===== src/rtl/video_stream_adapter.sv =====
// video_stream_adapter: buffers a valid/ready RGB stream with an SOF marker
// and presents it on rgb, aligned to the hdmi cx/cy raster.
module video_stream_adapter #(
  parameter int          BIT_WIDTH  = 10,
  parameter int          BIT_HEIGHT = 10,
  parameter int          FIFO_DEPTH = 16,
  parameter logic [23:0] FILL_COLOR = 24'h000000
) (
  input  logic                        clk_pixel,
  input  logic                        reset,
  input  logic [23:0]                 s_data,
  input  logic                        s_sof,
  input  logic                        s_valid,
  output logic                        s_ready,
  input  logic [BIT_WIDTH-1:0]        cx,
  input  logic [BIT_HEIGHT-1:0]       cy,
  input  logic [BIT_WIDTH-1:0]        screen_width,
  input  logic [BIT_HEIGHT-1:0]       screen_height,
  output logic [23:0]                 rgb,
  output logic                        locked,
  output logic                        underflow,
  output logic                        desync,
  output logic [$clog2(FIFO_DEPTH):0] fifo_level
);

  localparam int AW = $clog2(FIFO_DEPTH);
  localparam logic [AW:0] FULL_LVL = (AW+1)'(FIFO_DEPTH);

  localparam logic [1:0] SEEK   = 2'd0;
  localparam logic [1:0] ARMED  = 2'd1;
  localparam logic [1:0] LOCKED = 2'd2;

  logic [1:0]    state, state_nx;
  logic [24:0]   mem [FIFO_DEPTH];
  logic [AW:0]   wptr, rptr, wptr_nx, rptr_nx;
  logic [AW:0]   level;
  logic [24:0]   head;
  logic [AW-1:0] wr_addr;
  logic          full, empty, accept, active, origin;
  logic          wr_en, pop, flush, uf_nx, ds_nx;

  assign level   = wptr - rptr;
  assign full    = (level == FULL_LVL);
  assign empty   = (wptr == rptr);
  assign head    = mem[rptr[AW-1:0]];
  assign active  = (cx < screen_width) && (cy < screen_height);
  assign origin  = (cx == '0) && (cy == '0);
  assign s_ready = (state == SEEK) || !full;
  assign accept  = s_valid && s_ready;

  assign locked     = (state == LOCKED);
  assign fifo_level = level;

  // Per-cycle decision: what to write, whether to pop, and the pixel to show
  always_comb begin
    state_nx = state;
    wr_en    = 1'b0;
    pop      = 1'b0;
    flush    = 1'b0;
    uf_nx    = 1'b0;
    ds_nx    = 1'b0;
    rgb      = FILL_COLOR;
    case (state)
      SEEK: begin
        wr_en = accept && s_sof;
        if (wr_en) state_nx = ARMED;
      end
      ARMED: begin
        wr_en = accept;
        if (origin && !empty) begin
          pop      = 1'b1;
          rgb      = head[23:0];
          state_nx = LOCKED;
        end
      end
      LOCKED: begin
        wr_en = accept;
        if (active) begin
          if (empty) begin
            uf_nx = 1'b1;
            flush = 1'b1;
          end else if (head[24] != origin) begin
            ds_nx = 1'b1;
            flush = 1'b1;
          end else begin
            pop = 1'b1;
            rgb = head[23:0];
          end
        end
      end
      default: state_nx = SEEK;
    endcase
    if (flush) begin
      // An SOF beat arriving while we flush starts the next frame directly
      wr_en    = accept && s_sof;
      wr_addr  = '0;
      rptr_nx  = '0;
      wptr_nx  = wr_en ? (AW+1)'(1) : '0;
      state_nx = wr_en ? ARMED : SEEK;
    end else begin
      wr_addr = wptr[AW-1:0];
      rptr_nx = rptr + {{AW{1'b0}}, pop};
      wptr_nx = wptr + {{AW{1'b0}}, wr_en};
    end
  end

  // FIFO storage, written with {sof, data}
  always_ff @(posedge clk_pixel) begin
    if (wr_en) mem[wr_addr] <= {s_sof, s_data};
  end

  // State, pointers and status pulses
  always_ff @(posedge clk_pixel or posedge reset) begin
    if (reset) begin
      state     <= SEEK;
      wptr      <= '0;
      rptr      <= '0;
      underflow <= 1'b0;
      desync    <= 1'b0;
    end else begin
      state     <= state_nx;
      wptr      <= wptr_nx;
      rptr      <= rptr_nx;
      underflow <= uf_nx;
      desync    <= ds_nx;
    end
  end

endmodule


===== config.mk =====
export PLATFORM = sky130hd
export DESIGN_NAME = video_stream_adapter
export DESIGN_NICKNAME = d
export VERILOG_FILES = /design/src/rtl/video_stream_adapter.sv
export SDC_FILE = /design/constraint.sdc
export NUM_CORES = 1
export LEC_CHECK = 0
export ABC_AREA = 1
export BUFFER_PORTS_ARGS = -buffer_cell sky130_fd_sc_hd__buf_2
export CAP_MARGIN = 30
export CELL_PAD_IN_SITES_DETAIL_PLACEMENT = 1
export CELL_PAD_IN_SITES_GLOBAL_PLACEMENT = 1
export CORE_MARGIN = 2
export CORE_UTILIZATION = 50
export DETAILED_ROUTE_END_ITERATION = 10
export GPL_TIMING_DRIVEN = 0
export MAX_ROUTING_LAYER = met4
export PLACE_DENSITY = 0.88
export SYNTH_ARGS = -nofsm -noshare
export SYNTH_HDL_FRONTEND = slang
export SYNTH_SLANG_ARGS = --single-unit

===== constraint.sdc =====
create_clock -name clk_pixel -period 4.9 [get_ports clk_pixel]
set_input_delay 0.735 -clock clk_pixel [delete_from_list [all_inputs] [get_ports clk_pixel]]
set_output_delay 0.735 -clock clk_pixel [all_outputs]
set_load 0.1 [all_outputs]

# Word-level counts from Yosys, hierarchy flattened
# Memories as Yosys holds them, arrays and structs flattened.
# Index checks and enable logic that the tools add are counted.
[totals] reg_bits=14 in_bits=68 ramBits=400 out_inout_bits=33 wordCells=65 n_memories=1
[mem_list] memory="mem" depth=16 word_bits=25 rd=1 rd_ports_with_merged_regs=0 wr=1 line="34" rtl="logic [24:0] mem [FIFO_DEPTH];"
[classes] n_eq_ne=8 n_reduce_logical=13 order_cmp=2 add_sub_neg=3 mux=33
[op_table] cell="$mux 24" count=4
[op_table] cell="$pmux 24 s2" count=1
[op_table] cell="$logic_not 10->1" count=2
[op_table] cell="$lt 10x10->1" count=2
[op_table] cell="$mux 1" count=19
[op_table] cell="$add 5x1->5" count=2
[op_table] cell="$mux 5" count=2
[op_table] cell="$mux 2" count=3
[op_table] cell="$pmux 2 s3" count=1
[op_table] cell="$eq 5x5->1" count=1
[op_table] cell="$eq 5x5->1 const B" count=1
[op_table] cell="$logic_and 1x1->1" count=5
[op_table] cell="$sub 5x5->5" count=1
[op_table] cell="$mux 4" count=1
[op_table] cell="$pmux 1 s2" count=2
[op_table] cell="$ne 3x2->1 const B" count=1
[op_table] cell="$ne 3x3->1 const B" count=1
[op_table] cell="$reduce_and 3->1" count=1
[op_table] cell="$eq 2x1->1 const B" count=1
[op_table] cell="$eq 2x2->1 const B" count=1
[op_table] cell="$logic_not 1->1" count=2
[op_table] cell="$logic_not 2->1" count=1
[op_table] cell="$ne 2x1->1 const B" count=1
[op_table] cell="$reduce_or 2->1" count=1
[op_table] cell="other kinds (2)" count=2

# Logic depth before layout (Yosys ltp)
# Gate-level depths: netlist of the first run.
[depth] ltp_word=10 depth_mapped=20 ltp_nobuf=19

# Least setup slack after synthesis of the first run
# OpenSTA, ideal clock, no wires.
[synth_path] kind="reg2reg" start="register rptr[1]" end="memory mem[4][0] (enable)" period_less_slack_ns=5.767 t_required_ns=4.493 n_path_buf=2 stages_incl_launch_ff=14 arrival_ns=5.360 setup_slack_ns=-0.867 setup_ns=0.407 cell_sequence="dfrtp_1 -> inv_2 -> buf_2 -> buf_1 -> fa_1 -> xor2_1 -> nor3_1 -> nand3_1 -> nand3_1 -> inv_1 -> nand3_1 -> nand2_1 -> nand2_1 -> nor2_1"
[synth_via] elab_chain_cells=10 elab_cells_between_ends=18 classes_between="add/sub: 1; eq/ne: 3; mux: 9; reduce/logical: 4; memory: 1"
[synth_rtl] element="from (decl)" line="35" rtl="logic [AW:0] wptr, rptr, wptr_nx, rptr_nx;"
[synth_rtl] element="from (signal assigned)" line="123" rtl="rptr <= rptr_nx;"
[synth_rtl] element="$sub 5x5->5 *" line="42" rtl="assign level = wptr - rptr;"
[synth_rtl] element="named net fifo_level[2]" line="23" rtl="output logic [$clog2(FIFO_DEPTH):0] fifo_level"
[synth_rtl] element="$eq 5x5->1 *" line="43" rtl="assign full = (level == FULL_LVL);"
[synth_rtl] element="$logic_not 1->1 *" line="48" rtl="assign s_ready = (state == SEEK) || !full;"
[synth_rtl] element="$logic_or 1x1->1 *" line="48"
[synth_rtl] element="named net s_ready" line="14" rtl="output logic s_ready,"
[synth_rtl] element="$logic_and 1x1->1 *" line="49" rtl="assign accept = s_valid && s_ready;"
[synth_rtl] element="$logic_and 1x1->1" line="65, 95"
[synth_rtl] element="$pmux 1 s2" line="63" rtl="case (state)"
[synth_rtl] element="$mux 1 *" line="93" rtl="if (flush) begin"
[synth_rtl] element="$mux 1 *" line="109" rtl="if (wr_en) mem[wr_addr] <= {s_sof, s_data};"
[synth_rtl] element="$mux 1 (implied by the code) *" line="109"
[synth_rtl] element="to (decl)" line="34"
# The timed path passes the listed nets; every way through them passes the cells marked *.

# Final worst setup path of the first run
[layout_path] start="register rptr[1]" end="output rgb[13]"
[layout_via] elab_chain_cells=6 elab_cells_between_ends=10 classes_between="eq/ne: 2; mux: 5; reduce/logical: 2; memory: 1"
[layout_rtl] element="$mem_v2 16x25"
[layout_rtl] element="$ne 1x1->1" line="82" rtl="end else if (head[24] != origin) begin"
[layout_rtl] element="$mux 24" line="82"
[layout_rtl] element="$mux 24" line="79" rtl="if (empty) begin"
[layout_rtl] element="$mux 24" line="78" rtl="if (active) begin"
[layout_rtl] element="$pmux 24 s2 *" line="63"
[layout_rtl] element="to (decl)" line="19" rtl="output logic [23:0] rgb,"
# Every way passes the cells marked *; elsewhere a longest branch is shown, timed or not.

==> reports/summary.txt, run 1 <==
Ports - 101
Post-CTS Hold Buffers - 0
largest net degree at the start of global routing - 23
outcome - complete, but fails checks
syn_nets - 1,475
NetSw - 4510 uW
Mapped Cells - 1,375
Multi-input gate area - 4640 sq um
fin crit share - 1.00
# setup viols final - 1
clock-pin slew of the registers on the worst-case setup and hold paths - 60 ps
wire per inst - 30.5 um
CTS Buffer Depth - 3
fin worst setup slack - -11.7 ps
synth unique cells - 45
placed insts - 1,946
Sink Count - 414
vias per cell - 6.52
area leader, netlist - edfxtp_1
number of remaining DRC errors - 0
Post-DRT Antenna Nets - 0
Top Family by Delay on Critical Path - buffers and inverters
Initial DRC Count - 1,600
Root Buffer - clkbuf_16
FILL cells - 3,414
vias - 13,200
initial cell density of the core - 0.507
Synth Area per Inst - 12.7 sq um
RSZ-0062 raised after global routing - false
Total Power - 11,500 uW
Yosys reg bits - 414
worst vdd ir - 0.352 mV
Worst setup EP type - output port
Port-buffer cells - 100
CTS tree - done
H-tree Lvls - 2
WS Path Type - reg2out
max_slew headroom - 0.352
failing checks - setup timing
Gate power share - 0.345
Core Region - 34,500 sq um
crit path cell chain - inv_2 > buf_2 > ha_1 > nand2_1 > nor3_1 > and2_1 > nor2_1 > nand2_1 > nand2_2 > nand2_4 > buf_6 > nor2_4 > buf_2
Post-Route WL - 61,600 um
total global-route track usage - 0.354
fin crit period - 4910 ps
CP arrival - 4180 ps
share of the synthesized area in the top cell type - 0.688
die extent in y - 191 um
dpl hpwl - 39,200 um
CP max FO - 20
CP Launch Type - flip-flop
CP max-delay cell - buf_2
Seq/Total Area, Yosys - 0.708
area grow syn2layout - 16.8%
initial antenna violation count - 1
most frequent cells in the layout - edfxtp_1 (400), nand2_1 (249), buf_2 (140)
Setup Buffers After CTS - 0
commonest non-fill, non-tap cell in the layout - edfxtp_1
Post-CTS Resized - 1
CP bufs+invs - 4
die width - 191 um
Slew Limit Fails - 0
Hold/Removal Path Class - in2async
cts bufs inserted - 43
first-pass GRT wire length - 89,600 um
Final Non-Filler Cells - 2,021
Pint - 7020 uW
Crit path largest cell delay - 660 ps
layout cells sized above 1 - 0.190
synth warn - 0
Seq pwr share - 0.373
vias in the first global route - 14,300
Worst Skew - 21.8 ps
CP Data Required Time - 4160 ps
switch share - 0.391
GP Congestion - 0.870
clock share of power - 0.282
final hold viol count - 0
FMAX - 204 MHz
EDFF count, synth - 400
maxcap violations - 0
Overflow after GRT - 0
clk_lat worst skew - 570 ps
ys async rst share - 0.0338
Post-Syn Area - 17,500 sq um
leak pwr - 0.00741 uW
PwrDens - 565 nW/um^2
row cnt - 68
Synth Flop Type - edfxtp_1
Synth area leaders - edfxtp_1 (69%), nand2_1 (5.4%), a21oi_1 (3.6%)
worst-margin pin slew - 972 ps
die area - 36,400 sq um
fin nets - 1,634
DRT Pass-1 Iters - 6
Seq. cell area - 12,400 sq um
[layer usage]
metal | vias up | track usage | share of wire
met3 | 302 | 0.0727 | 0.11
met4 | 0 | 0.198 | 0.060
li1 | 5363 | - | -
met5 | - | - | 0
met1 | 6491 | 0.398 | 0.34
met2 | 1027 | 0.593 | 0.50
[flip-flops by register name (all words and copies together) (netlist names)]
name	flops
rptr	5
desync	1
mem	400
state	2
underflow	1
wptr	5
[synth_stat cells, drive strengths merged, types with 14 or more instances]
cell,n
clkbuf,28
nor2,143
nand2,254
nor3,14
a31oi,14
a21oi,125
or2,14
edfxtp,400
a32o,26
o31ai,21
nand3,33
dfrtp,14
buf,53
inv,54
a221oi,34
ha,31
o21ai,74
[power groups by stage]
| stage | Combinational, uW | Clock [uW] | Sequential, uW |
|---|---|---|---|
| floorplan | 2370 | 0 | 4330 |
| global placement | 3420 | 0 | 4360 |
| detailed placement | 3790 | 0 | 4360 |
| CTS | 3880 | 3240 | 4290 |
| global route | 4150 | 3350 | 4310 |
| finish | 3980 | 3250 | 4300 |
[metrics by stage]
step	cell area (sq um)	util	setup slack [ps]	setup TNS (ps)	hold WS (ps)
2_1_floorplan	17500	-	-316	-102290	491
3_3_place_gp	18600	0.539	-1320	-383610	527
3_5_place_dp	19000	0.553	211	0	553
4_1_cts	20400	0.592	14.2	0	218
5_1_grt	20400	0.592	30.3	0	271
6_report	20400	0.592	-11.7	-11.7	213
[path summary, 6_finish.rpt]
| kind | slack [ps] | cells past startpoint | start | end |
|---|---|---|---|---|
| setup / recovery | -10 | 13 | rptr[1]$_DFF_PP0_ | rgb[13] |
| min in group clk_pixel | 550 | 1 | s_data[17] | mem[4][17]$_DFFE_PP_ |
| hold / removal | 210 | 2 | reset | rptr[1]$_DFF_PP0_ |
| hold reg to reg | 590 | 2 | state[0]$_DFFE_PP0P_ | state[0]$_DFFE_PP0P_ |
| setup reg to reg | 560 | 14 | rptr[1]$_DFF_PP0_ | mem[6][3]$_DFFE_PP_ |
| max in group asynchronous | 4300 | 2 | reset | underflow$_DFF_PP0_ |
[cell families (layout without fill, tap and decap cells)]
logic type      Yosys count  count (layout)  synth area share
fa+ha+maj                32              32            0.0234
simple gates            466             466             0.115
compound gates          319             319             0.115
xor+xnor                  8               8           0.00401
buf+inv                 136             326            0.0347
other cells               0               1                 0
flops                   414             414             0.708
[layout make-up]
cell class	count	share of cell area
clock inverters	25	0.0112
plain buffers	78	0.0190
diodes	1	0.000123
clock buffers	51	0.0553
well taps	455	0.0279
multi-input cells	825	0.227
inverters	55	0.0102
repair buffers	117	0.0428
flip-flops and latches	414	0.606
(Power assumes the default switching activity.)
==> inputs of run 2 (changes only) <==
Settings changed: RECOVER_POWER from default to 50.
==> reports/summary.txt, run 2 (synthesis results as in run 1) <==
RSZ-0062 raised after global routing - false (unchanged)
Setup Buffers After CTS - 0 (unchanged)
number of remaining DRC errors - 0 (unchanged)
Root Buffer - clkbuf_16 (unchanged)
CTS tree - done (unchanged)
initial antenna violation count - 0 (was 1)
fin crit period - 4890 ps (was 4910 ps)
die area - 36,400 sq um (unchanged)
FILL cells - 3,422 (was 3,414)
fin worst setup slack - 7.22 ps (was -11.7 ps)
commonest non-fill, non-tap cell in the layout - edfxtp_1 (unchanged)
# setup viols final - 0 (was 1)
number of flip-flops in the largest register - 400 (unchanged)
area grow syn2layout - 16.5% (was 16.8%)
CP max FO - 20 (unchanged)
CTS Buffer Depth - 3 (unchanged)
largest net degree at the start of global routing - 23 (unchanged)
clk_lat worst skew - 570 ps (about the same)
vias in the first global route - 14,300 (unchanged)
Sink Count - 414 (unchanged)
Post-CTS Resized - 1 (unchanged)
clock-pin slew of the registers on the worst-case setup and hold paths - 60 ps (about the same)
wire per inst - 30.5 um (about the same)
FMAX - 204 MHz (about the same)
Hold/Removal Path Class - in2async (unchanged)
register bank with the most flops - mem (unchanged)
Final Non-Filler Cells - 2,020 (was 2,021)
most frequent cells in the layout - edfxtp_1 (400), nand2_1 (249), a21oi_1 (125) (was edfxtp_1 (400), nand2_1 (249), buf_2 (140))
CP Data Required Time - 4160 ps (about the same)
Core Region - 34,500 sq um (unchanged)
PwrDens - 565 nW/um^2 (about the same)
DRT Pass-1 Iters - 6 (unchanged)
CP Launch Type - flip-flop (unchanged)
outcome - finished clean (was complete, but fails checks)
die extent in y - 191 um (unchanged)
CP arrival - 4160 ps (was 4180 ps)
Overflow after GRT - 0 (unchanged)
leak pwr - 0.00732 uW (was 0.00741 uW)
GP Congestion - 0.870 (unchanged)
WS Path Type - reg2out (unchanged)
maxcap violations - 0 (unchanged)
placed insts - 1,946 (unchanged)
Worst Skew - 20.9 ps (was 21.8 ps)
ANT cells - 0 (was 1)
Regs by FF count - mem (400), rptr (5), wptr (5) (unchanged)
worst-margin pin slew - 1190 ps (was 972 ps)
Ports - 101 (unchanged)
Worst setup EP type - output port (unchanged)
Initial DRC Count - 1,586 (was 1,600)
die width - 191 um (unchanged)
row cnt - 68 (unchanged)
total global-route track usage - 0.354 (unchanged)
Place WS - 211 ps (unchanged)
worst vdd ir - 0.349 mV (was 0.352 mV)
vias per cell - 6.53 (was 6.52)
Post-CTS Hold Buffers - 0 (unchanged)
Post-Route WL - 61,600 um (about the same)
H-tree Lvls - 2 (unchanged)
dpl hpwl - 39,200 um (unchanged)
fin nets - 1,634 (unchanged)
max_slew headroom - 0.211 (was 0.352)
first-pass GRT wire length - 89,600 um (unchanged)
Port-buffer cells - 100 (unchanged)
setup TNS - 0 ps (was -11.7 ps)
vias - 13,200 (unchanged)
layout cells sized above 1 - 0.170 (was 0.190)
Slew Limit Fails - 0 (unchanged)
Total Power - 11,500 uW (about the same)
fin crit share - 0.999 (was 1.00)
Post-DRT Antenna Nets - 0 (unchanged)
cts bufs inserted - 43 (unchanged)
final hold viol count - 0 (unchanged)
initial cell density of the core - 0.507 (unchanged)
run 2: cell count changes in the layout (fill, tap and decap cells not counted), sizes merged:
cell / change
clkbuf: +30
diode: -1
buf: -30
run 2: final timing paths:
kind / from / endpoint / slack (ps) / cells after the start
min in group clk_pixel: state[0]$_DFFE_PP0P_ / state[0]$_DFFE_PP0P_ / 590 / 2
worst max-delay path: rptr[1]$_DFF_PP0_ / rgb[13] / 7 / 13
worst min-delay path: reset / rptr[1]$_DFF_PP0_ / 220 / 2
worst min register to register: state[0]$_DFFE_PP0P_ / state[0]$_DFFE_PP0P_ / 590 / 2
max in group asynchronous: reset / underflow$_DFF_PP0_ / 4300 / 2
worst max register to register: rptr[1]$_DFF_PP0_ / mem[6][3]$_DFFE_PP_ / 540 / 14
run 2: where the power goes:
part	internal (uW)	leakage, uW	switching, uW
Sequential	4170	0.00379	130
Combinational	988	0.00287	2970
Clock	1850	0.000663	1400
run 2: metrics by stage:
step / hold slack (ps) / util / instance area (sq um)
3_5_place_dp: 553 / 0.553 / 19000
3_3_place_gp: 527 / 0.539 / 18600
6_report: 217 / 0.591 / 20300
2_1_floorplan: 491 / - / 17500
4_1_cts: 218 / 0.592 / 20400
5_1_grt: 271 / 0.591 / 20300
run 2: cell type report:
type | instances | area [sq um] | share of cell area
repair buffers | 117 | 836 | 0.0411
well taps | 455 | 569 | 0.0280
inverters | 55 | 208 | 0.0102
multi-input cells | 825 | 4630 | 0.228
clock inverters | 25 | 229 | 0.0113
flip-flops and latches | 414 | 12400 | 0.607
clock buffers | 51 | 1130 | 0.0554
plain buffers | 78 | 388 | 0.0191
run 2: critical path, stage by stage, from the launching register on:
cell and delay [ps]:
dfrtp_1 490, inv_2 280, buf_2 660, ha_1 390, nand2_1 100, nor3_1 50, and2_1 190, nor2_1 230
nand2_1 120, nand2_2 100, nand2_4 130, buf_6 230, nor2_4 160, buf_2 440
run 2: metal layers:
layer / wire length, um / vias to the layer above / track usage / share of wire
li1: - / 5359 / - / -
met1: 21000 / 6569 / 0.398 / 0.34
met2: 30600 / 949 / 0.593 / 0.50
met3: 6280 / 306 / 0.0727 / 0.10
met4: 3700 / 0 / 0.198 / 0.060
met5: 0 / - / - / 0
==> inputs of run 3 (changes only) <==
Settings changed: ABC_AREA 1 to default, CORE_UTILIZATION 50 to 53.
==> reports/summary.txt, run 3 <==
outcome - finished clean (unchanged)
Post-Place Cell Area - 18,600 sq um (was 19,000 sq um)
clk_lat worst skew - 550 ps (was 570 ps)
CTS Buffer Depth - 3 (unchanged)
Synth Flop Type - edfxtp_1 (unchanged)
EDFF count, synth - 400 (unchanged)
Mapped Cells - 855 (was 1,375)
Seq/Total Area, Yosys - 0.736 (was 0.708)
Slew Limit Fails - 0 (unchanged)
simple-gate share of the synthesized area - 0.0348 (was 0.115)
vias per cell - 6.38 (was 6.53)
final instance area - 19,900 sq um (was 20,300 sq um)
register bank with the most flops - mem (unchanged)
Initial DRC Count - 918 (was 1,586)
top-count cell post-synth - edfxtp_1 (unchanged)
wire per inst - 31.5 um (was 30.5 um)
Post-CTS Hold Buffers - 0 (unchanged)
initial antenna violation count - 0 (unchanged)
clock share of power - 0.345 (was 0.283)
Synth area leaders - edfxtp_1 (72%), mux4_2 (12%), mux2i_1 (2.9%) (was edfxtp_1 (69%), nand2_1 (5.4%), a21oi_1 (3.6%))
Gate power share - 0.160 (was 0.344)
final hold viol count - 0 (unchanged)
top cells by count, synth - edfxtp_1 (400), mux4_2 (89), mux2i_1 (48) (was edfxtp_1 (400), nand2_1 (249), a21oi_1 (125))
number of flip-flops in the largest register - 400 (unchanged)
H-tree Lvls - 2 (unchanged)
CP max FO - 15 (was 20)
max_slew headroom - 0.210 (was 0.211)
Yosys reg bits - 414 (unchanged)
fin worst setup slack - 111 ps (was 7.22 ps)
# setup viols final - 0 (unchanged)
DRT Pass-1 Iters - 5 (was 6)
combinational family with the most area after synthesis - multiplexers (was compound AO/OA/AOI/OAI gates)
leak pwr - 0.00642 uW (was 0.00732 uW)
vias in the first global route - 10,200 (was 14,300)
fin crit period - 4790 ps (was 4890 ps)
NetSw - 2440 uW (was 4500 uW)
number of remaining DRC errors - 0 (unchanged)
vias - 9,373 (was 13,200)
synth unique cells - 46 (was 45)
compound-gate portion of the synthesized area - 0.0346 (was 0.115)
WS Path Type - reg2reg (was reg2out)
Regs by FF count - mem (400), rptr (5), wptr (5) (unchanged)
most frequent cells in the layout - edfxtp_1 (400), mux4_2 (89), buf_2 (63) (was edfxtp_1 (400), nand2_1 (249), a21oi_1 (125))
CP Data Required Time - 5150 ps (was 4160 ps)
Root Buffer - clkbuf_16 (unchanged)
CP arrival - 5040 ps (was 4160 ps)
FILL cells - 2,669 (was 3,422)
die extent in y - 182 um (was 191 um)
fin nets - 1,135 (was 1,634)
CTS tree - done (unchanged)
CP Launch Type - flip-flop (unchanged)
Seq pwr share - 0.495 (was 0.374)
Post-Route WL - 46,200 um (was 61,600 um)
Worst setup EP type - flip-flop (was output port)
synth warn - 0 (unchanged)
clock-pin slew of the registers on the worst-case setup and hold paths - 70 ps (was 60 ps)
syn_nets - 955 (was 1,475)
switch share - 0.281 (was 0.391)
die width - 182 um (was 191 um)
fin crit share - 0.977 (was 0.999)
commonest non-fill, non-tap cell in the layout - edfxtp_1 (unchanged)
initial cell density of the core - 0.535 (was 0.507)
area grow syn2layout - 18.7% (was 16.5%)
Util after Layout - 0.635 (was 0.591)
maxcap violations - 0 (unchanged)
Hold/Removal Path Class - in2async (unchanged)
FMAX - 209 MHz (was 204 MHz)
Post-DRT Antenna Nets - 0 (unchanged)
multiplexer area fraction after synthesis - 0.148 (was 0)
first-pass GRT wire length - 67,800 um (was 89,600 um)
Synth Area in XOR/XNOR - 0.00522 (was 0.00401)
PwrDens - 434 nW/um^2 (was 565 nW/um^2)
layout cells sized above 1 - 0.283 (was 0.170)
Sink Count - 414 (unchanged)
Overflow after GRT - 0 (unchanged)
placed insts - 1,391 (was 1,946)
Final Non-Filler Cells - 1,468 (was 2,020)
Synth Area per Inst - 19.6 sq um (was 12.7 sq um)
share of the synthesized area in the top cell type - 0.715 (was 0.688)
Port-buffer cells - 100 (unchanged)
Worst Skew - 23.5 ps (was 20.9 ps)
worst vdd ir - 0.394 mV (was 0.349 mV)
largest net degree at the start of global routing - 19 (was 23)
dpl hpwl - 30,900 um (was 39,200 um)
area leader, netlist - edfxtp_1 (unchanged)
Core Region - 31,400 sq um (was 34,500 sq um)
Post-Syn Area - 16,800 sq um (was 17,500 sq um)
worst-margin pin slew - 1190 ps (about the same)
die area - 33,100 sq um (was 36,400 sq um)
GP Congestion - 0.843 (was 0.870)
Place WS - -320 ps (was 211 ps)
Total Power - 8660 uW (was 11,500 uW)
cts bufs inserted - 42 (was 43)
total global-route track usage - 0.295 (was 0.354)
row cnt - 65 (was 68)
Pint - 6220 uW (was 7010 uW)
Adder-Cell Fraction of Synth Area - 0.0243 (was 0.0234)
Ports - 101 (unchanged)
ys async rst share - 0.0338 (unchanged)
-- run 3: layer usage --
| metal | share of wire | vias to the layer above | GRT usage |
|---|---|---|---|
| met5 | 0 | - | - |
| met4 | 0.031 | 0 | 0.0935 |
| met3 | 0.054 | 96 | 0.0363 |
| met2 | 0.53 | 399 | 0.518 |
| met1 | 0.38 | 4973 | 0.362 |
| li1 | - | 3905 | - |
-- run 3: power groups by stage --
stage                     registers, uW  logic [uW]  clock network (uW)
final                              4290        1390                2990
after global routing               4300        1440                3130
after CTS                          4280        1370                3020
after detailed placement           4350        1340                   0
after global placement             4330        1190                   0
after floorplan                    4310         888                   0
-- run 3: per-stage QoR --
| step | hold WS, ps | setup TNS [ps] |
|---|---|---|
| 4_1_cts | 253 | 0 |
| 3_5_place_dp | 556 | -34400 |
| 3_3_place_gp | 540 | -345360 |
| 5_1_grt | 293 | -632 |
| 2_1_floorplan | 512 | -7010 |
| 6_report | 249 | 0 |
-- run 3: critical path, cell delays in order, from the launching register on --
cell and delay [ps]:
dfrtp_1 720, inv_1 250, clkbuf_2 360, ha_1 560, nand2_1 100, o21ai_1 350, xor2_4 230, or3_4 160
nand3_2 210, or4_1 680, o21ai_4 600, buf_16 250
-- run 3: layout make-up --
class,instances,area [sq um],area share
diodes,1,2.50,0.000126
clock inverters,23,144,0.00722
inverters,33,124,0.00622
multi-input cells,370,4430,0.222
clock buffers,51,1110,0.0555
flip-flops and latches,414,12400,0.620
repair buffers,137,1060,0.0532
plain buffers,37,201,0.0101
well taps,402,503,0.0252
-- run 3: worst paths after layout --
path | startpoint | end | slack, ps | cells past startpoint
min reg2reg | state[1]$_DFFE_PP0P_ | state[1]$_DFFE_PP0P_ | 580 | 1
min in group clk_pixel | state[1]$_DFFE_PP0P_ | state[1]$_DFFE_PP0P_ | 580 | 1
max | rptr[2]$_DFF_PP0_ | mem[0][13]$_DFFE_PP_ | 110 | 11
max in group asynchronous | reset | rptr[0]$_DFF_PP0_ | 4260 | 2
min | reset | rptr[3]$_DFF_PP0_ | 250 | 2
max reg2reg | rptr[2]$_DFF_PP0_ | mem[0][13]$_DFFE_PP_ | 110 | 11
-- run 3: cell families after synthesis --
group / count (synthesis)
AOI/OAI and AO/OA: 85
xor gates and xnor gates: 10
adders and majority gates: 32
buffers and inverters: 71
DFF: 414
muxes: 137
and+or+nand+nor: 106
-- run 3: what timing repair did --
action                                  CTS  global route
endpoints found under the setup margin  334            27
setup buffers                             0             3
pin swaps                                 0             2
resized for setup                        17            27
endpoints found under the hold margin     0             0
